### src/rtl/infer_mac_requant.sv
// Dot-product accumulator with bias seed, round-half-up right shift, optional ReLU and
// output saturation; one result per vector on a valid/ready port.
module infer_mac_requant #(
  parameter int PROD_W  = 36,
  parameter int ACC_W   = 48,
  parameter int OUT_W   = 16,
  parameter int SHIFT_W = 6
) (
  input  logic               clk,
  input  logic               reset_n,
  input  logic               in_valid,
  output logic               in_ready,
  input  logic [PROD_W-1:0]  in_prod,
  input  logic               in_last,
  input  logic [ACC_W-1:0]   bias,
  input  logic [SHIFT_W-1:0] cfg_shift,
  input  logic               cfg_relu,
  output logic               out_valid,
  input  logic               out_ready,
  output logic [OUT_W-1:0]   out_data,
  output logic               out_sat,
  output logic [15:0]        out_terms
);

  typedef enum logic [1:0] {
    ST_IDLE  = 2'd0,
    ST_ACC   = 2'd1,
    ST_ROUND = 2'd2,
    ST_OUT   = 2'd3
  } state_t;

  localparam logic [ACC_W-1:0]        ACC_MAX   = {1'b0, {(ACC_W-1){1'b1}}};
  localparam logic [ACC_W-1:0]        ACC_MIN   = {1'b1, {(ACC_W-1){1'b0}}};
  localparam logic signed [ACC_W:0]   OUT_MAX_W = {{(ACC_W+2-OUT_W){1'b0}}, {(OUT_W-1){1'b1}}};
  localparam logic signed [ACC_W:0]   OUT_MIN_W = {{(ACC_W+2-OUT_W){1'b1}}, {(OUT_W-1){1'b0}}};
  localparam logic [SHIFT_W-1:0]      SHIFT_MAX = SHIFT_W'(ACC_W-1);

  // Saturating accumulate; MSB of the result is the clamp flag.
  function automatic logic [ACC_W:0] sat_acc(input logic [ACC_W-1:0] a, input logic [PROD_W-1:0] p);
    logic [ACC_W:0] sum;
    sum = {a[ACC_W-1], a} + {{(ACC_W+1-PROD_W){p[PROD_W-1]}}, p};
    if (sum[ACC_W] == sum[ACC_W-1]) begin
      sat_acc = {1'b0, sum[ACC_W-1:0]};
    end else if (sum[ACC_W]) begin
      sat_acc = {1'b1, ACC_MIN};
    end else begin
      sat_acc = {1'b1, ACC_MAX};
    end
  endfunction

  // Round half toward +inf, shift, optional ReLU, clamp; MSB of the result is the clamp flag.
  function automatic logic [OUT_W:0] requant(input logic [ACC_W-1:0] a, input logic [SHIFT_W-1:0] shift,
                                             input logic relu);
    logic [SHIFT_W-1:0]    s;
    logic [ACC_W:0]        half;
    logic signed [ACC_W:0] r;
    s = (shift > SHIFT_MAX) ? SHIFT_MAX : shift;
    if (s != {SHIFT_W{1'b0}}) begin
      half = {{ACC_W{1'b0}}, 1'b1} << (s - SHIFT_W'(1));
    end else begin
      half = {(ACC_W+1){1'b0}};
    end
    r = $signed({a[ACC_W-1], a} + half) >>> s;
    if (relu && r[ACC_W]) begin
      r = {(ACC_W+1){1'b0}};
    end else begin
      r = r;
    end
    if (r > OUT_MAX_W) begin
      requant = {1'b1, OUT_MAX_W[OUT_W-1:0]};
    end else if (r < OUT_MIN_W) begin
      requant = {1'b1, OUT_MIN_W[OUT_W-1:0]};
    end else begin
      requant = {1'b0, r[OUT_W-1:0]};
    end
  endfunction

  state_t             state_r, state_s;
  logic [ACC_W-1:0]   acc_r;
  logic [15:0]        cnt_r;
  logic               sat_r;
  logic               out_valid_r, out_sat_r;
  logic [OUT_W-1:0]   out_data_r;
  logic [15:0]        out_terms_r;
  logic               beat_s;
  logic [ACC_W:0]     acc_next_s;
  logic [OUT_W:0]     rq_s;

  assign in_ready   = reset_n && ((state_r == ST_IDLE) || (state_r == ST_ACC));
  assign beat_s     = in_valid && in_ready;
  assign acc_next_s = sat_acc((state_r == ST_IDLE) ? bias : acc_r, in_prod);
  assign rq_s       = requant(acc_r, cfg_shift, cfg_relu);
  assign out_valid  = out_valid_r;
  assign out_data   = out_data_r;
  assign out_sat    = out_sat_r;
  assign out_terms  = out_terms_r;

  // Next-state logic.
  always_comb begin
    state_s = state_r;
    case (state_r)
      ST_IDLE:  if (beat_s) state_s = in_last ? ST_ROUND : ST_ACC; else state_s = ST_IDLE;
      ST_ACC:   if (beat_s && in_last) state_s = ST_ROUND; else state_s = ST_ACC;
      ST_ROUND: state_s = ST_OUT;
      ST_OUT:   if (out_valid_r && out_ready) state_s = ST_IDLE; else state_s = ST_OUT;
      default:  state_s = ST_IDLE;
    endcase
  end

  // State register.
  always_ff @(posedge clk or negedge reset_n) begin
    if (!reset_n) state_r <= ST_IDLE;
    else          state_r <= state_s;
  end

  // Accumulator, term counter and registered result.
  always_ff @(posedge clk or negedge reset_n) begin
    if (!reset_n) begin
      acc_r       <= {ACC_W{1'b0}};
      cnt_r       <= 16'd0;
      sat_r       <= 1'b0;
      out_valid_r <= 1'b0;
      out_data_r  <= {OUT_W{1'b0}};
      out_sat_r   <= 1'b0;
      out_terms_r <= 16'd0;
    end else begin
      if (beat_s) begin
        acc_r <= acc_next_s[ACC_W-1:0];
        // The first beat of a vector restarts the flag and count.
        if (state_r == ST_IDLE) begin
          sat_r <= acc_next_s[ACC_W];
          cnt_r <= 16'd1;
        end else begin
          sat_r <= sat_r | acc_next_s[ACC_W];
          cnt_r <= (cnt_r == 16'hFFFF) ? cnt_r : cnt_r + 16'd1;
        end
      end
      if (state_r == ST_ROUND) begin
        out_valid_r <= 1'b1;
        out_data_r  <= rq_s[OUT_W-1:0];
        out_sat_r   <= sat_r | rq_s[OUT_W];
        out_terms_r <= cnt_r;
      end else if ((state_r == ST_OUT) && out_ready) begin
        out_valid_r <= 1'b0;
      end
    end
  end

endmodule

### config.mk
export PLATFORM = sky130hd
export DESIGN_NAME = infer_mac_requant
export DESIGN_NICKNAME = d
export VERILOG_FILES = /design/src/rtl/infer_mac_requant.sv
export SDC_FILE = /design/constraint.sdc
export NUM_CORES = 1
export LEC_CHECK = 0
export CORE_MARGIN = 10
export CORE_UTILIZATION = 45
export CTS_BUF_LIST = sky130_fd_sc_hd__clkbuf_16
export DETAILED_ROUTE_END_ITERATION = 7
export DONT_BUFFER_PORTS = 1
export GPL_TIMING_DRIVEN = 0
export PLACE_DENSITY = 0.64
export RECOVER_POWER = 25
export SYNTH_ARGS = -nofsm -noshare
export SYNTH_HDL_FRONTEND = slang
export SYNTH_SLANG_ARGS = --single-unit
### constraint.sdc
create_clock -name clk -period 7.7 [get_ports clk]
set_input_delay 1.54 -clock clk [delete_from_list [all_inputs] [get_ports clk]]
set_output_delay 1.54 -clock clk [all_outputs]
set_load 0.02 [all_outputs]
==> summary.txt <==
Worst setup path
  – CP required: 7.92 ns
  – Critical Path, Cell by Cell: clkbuf_2, nor2_2, clkbuf_2, nand2_1, nor2_1, ha_1, a21o_1, or3_1, o211a_4, o21ai_4, a21o_1, xor2_2, a22oi_1, and3_1, a211oi_2, a211oi_1, o21ai_0, nand4b_1, or4_4, nor3_4, buf_6, o22ai_2
  – Critical path type: in2reg
  – CP Max Fanout: 10
  – R2r setup slk: between 0.4 and 0.5 ns
  – CP Capture Type: register
  – Critical Path Source Type: input port
  – CP max stage cell: or4_4
  – R2r worst-path depth: 24
  – Max incr delay on CP: roughly 0.59 ns
  – WP data arrival: 7.89 ns

Floorplanning
  – Die Height: between 200 and 250 um
  – Die area: approximately 41000 sq um
  – FP Rows: 67
  – Core area: 33400 sq um
  – Die span in x: ~200 um
  – I/O Pins: ~130
  – Starting Density: 45.4%

Drt
  – Vias/cell: between 6 and 7
  – WL per Instance: 27.8 um
  – Iter 0 DRT Violations: roughly 2200
  – Vias: around 18000
  – Final wirelength: just over 70000 um
  – ANT nets after route: 0
  – DRC viols: 0
  – Drt first pass iters: 6

Placement
  – I/O Buffers: 0
  – Setup WS pre-CTS: -2.36 ns
  – Hpwl dp: 57800 um
  – GPL Wtd Cong: between 1 and 1.5

GRT
  – Global-route wire length before repair: 106000 um
  – Number of global-route vias before repair: between 15000 and 20000
  – Total gr overflow: 0
  – Pin count of the biggest net entering global routing: approximately 100
  – GRT Overall Usage: 32.9%
  – Antenna violations before repair: 4

Power and ir drop
  – VDD IR max: approximately 0.28 mV
  – P_leak: 6.82 nW
  – Pwr per Cell Area: about 420 nW/um^2

Logic synthesis
  – Mapped Area: 15200 sq um
  – Avg Synthesized Cell Area: about 7.3 sq um
  – Seq/Total Area, Yosys: roughly 17%
  – Post-synth net total: about 2300
  – Xor/xnor share of the synthesized area: between 5 and 6%
  – Synth warnings: 0
  – Simple-gate share of the synthesized area: between 20% and 30%
  – Cells after Synth: ~2100
  – Post-synthesis mux area share: about 6.4%
  – Post-synth top area share: between 10% and 20%
  – Asr flop ratio synth: 100%
  – Dominant synthesized flop cell: dfrtp_1
  – Yosys reg bits: approximately 100
  – Cell taking the most area after synthesis: dfrtp_1
  – Largest family of logic cells by synthesized area: compound AO/OA/AOI/OAI gates
  – Complex-gate fraction of the synthesized area: 34.8%
  – Post-synth EDFFs: 0
  – Netlist cell types: 109
  – Adder-Cell Fraction of Synth Area: between 8 and 9%
  – Synth area leaders: dfrtp_1 17%, ha_1 8.2%, nand2_1 6.6%

Clocking
  – CTS tree: yes
  – Latest clock arrival within the worst-skew pair: about 0.36 ns
  – Clk sinks: slightly above 100
  – Largest buffer count on any clock path: 2
  – Cts hold-fix bufs: 0
  – CTS buffer count: 9
  – Reg clk slew, reported paths: roughly 0.08 ns
  – Clock Tree Root: clkbuf_16
  – # H-tree levels: 3

Run
  – Max cap viols: 0

STA
  – Setup ws final: between 0.03 and 0.04 ns
  – Final setup viols: 0
  – Slew Limit Fails: 0
  – Final hold vios: 0
  – Relative slew slack: 27.8%
  – Final Cycle Share: roughly 100%
  – Tmin final: between 7 and 8 ns
  – Fmax: between 0.1 and 0.15 GHz
  – Tightest Pin Transition: around 1.1 ns
  – Worst clock skew: about 0.011 ns

Layout
  – Most frequent cells in the layout: 260 x nand2_1, 175 x nor2_1, 163 x a21oi_1
  – Core Util, Final: 50.1%
  – Area Overhead vs Synth: 10.3%
  – Final layout net count: about 2300
  – Leading cell type in the layout, fill and taps excluded: nand2_1
  – Share of layout cells above drive strength 1: 13.6%

Run status
  – Status: finished clean

Hold path
  – HP Class: reg2reg
  – Hold Crit Depth: 2
through the flow:
step / cell area, sq um / cells / setup TNS, ns / hold WS, ns / power [mW]
3_3_place_gp: 15700 / 2533 / -41.78 / 0.502 / 6.15
6_report: 16700 / 2566 / 0 / 0.516 / 7.01
4_1_cts: 16300 / 2550 / 0 / 0.528 / 6.70
2_1_floorplan: 15200 / 2085 / 0 / 0.463 / 4.61
3_5_place_dp: 15700 / 2533 / -42.13 / 0.504 / 6.16
5_1_grt: 16700 / 2566 / -0.350 / 0.559 / 7.44
flip-flops by register name, summed over array words and instances, names as in the netlist:
signal	count
cnt_r	16
out_valid	1
out_terms	16
out_sat	1
out_data	16
acc_r	48
state_r	2
sat_r	1
logic make-up (layout without fill, tap and decap cells):
group	count (synthesis)	count (layout)
adders and majority gates	101	101
and+or+nand+nor	766	766
other	1	4
xor gates and xnor gates	91	91
buffers and inverters	161	191
muxes	87	87
DFF	101	101
AOI/OAI and AO/OA	777	777
routing by layer:
layer / track usage (%) / vias up / share of wire (%)
met3: 7.71 / 164 / 11
met4: 15.3 / 2 / 4.5
li1: - / 7941 / -
met2: 48.7 / 998 / 43
met5: 0 / - / 0.024
met1: 44.3 / 8658 / 42
critical path: cells and delay by family:
kind,cells,cell delay [ns]
AOI/OAI and AO/OA,9,2.35
buffers and inverters,3,0.82
adders and majority gates,1,0.29
and+or+nand+nor,8,2.48
xor gates and xnor gates,1,0.37
power by group:
| group | leakage [nW] | switching, mW | internal, mW | total, mW |
|---|---|---|---|---|
| Combinational | 5.45 | 3.50 | 1.96 | 5.46 |
| Clock | 0.142 | 0.223 | 0.227 | 0.450 |
| Sequential | 1.22 | 0.366 | 0.737 | 1.10 |
| Total | 6.82 | 4.09 | 2.92 | 7.01 |
final timing paths:
kind | endpoint | from
max in group asynchronous | acc_r[13] | reset_n
setup reg to reg | acc_r[25] | state_r[1]
hold reg to reg | out_terms[9] | cnt_r[9]
hold / removal | out_terms[9] | cnt_r[9]
setup / recovery | out_data[5] | cfg_shift[4]
min in group asynchronous | out_data[7] | reset_n
final cells by class:
type / instances / area (sq um)
Fill cell: 3412 / 16700
Sequential cell: 101 / 2530
Multi-Input combinational cell: 1823 / 12500
Tap cell: 448 / 561
Buffer: 124 / 577
Antenna cell: 3 / 7.51
Inverter: 32 / 124
Clock inverter: 7 / 63.8
Timing Repair Buffer: 19 / 143
Clock buffer: 9 / 225
what timing repair did:
item                                    4_1_cts  5_1_grt
endpoints found under the setup margin       47       48
setup buffers                                 6       13
pin swaps                                     5       12
gates resized for setup                      82       77
Yosys cell counts (all sizes together) (9+ instances only):
| library cell | count |
|---|---|
| or2 | 9 |
| or3 | 19 |
| nor4 | 19 |
| nor2b | 16 |
| nand4 | 30 |
| o211ai | 38 |
| a2111oi | 10 |
| o22ai | 24 |
| xnor2 | 43 |
| a22oi | 13 |
| buf | 33 |
| o21ai | 181 |
| inv | 31 |
| o221ai | 15 |
| a31oi | 23 |
| ha | 99 |
| o22a | 38 |
| mux2 | 52 |
| nand3 | 57 |
| o31ai | 12 |
| and2 | 24 |
| o21a | 32 |
| nand2b | 21 |
| a21o | 55 |
| clkbuf | 96 |
| mux2i | 32 |
| nor2 | 184 |
| xor2 | 48 |
| nand2 | 268 |
| a211oi | 53 |
| nor3 | 72 |
| a21oi | 177 |
| dfrtp | 101 |
| a221oi | 14 |
| o21bai | 9 |
| and3 | 23 |
(Power assumes the default switching activity.)
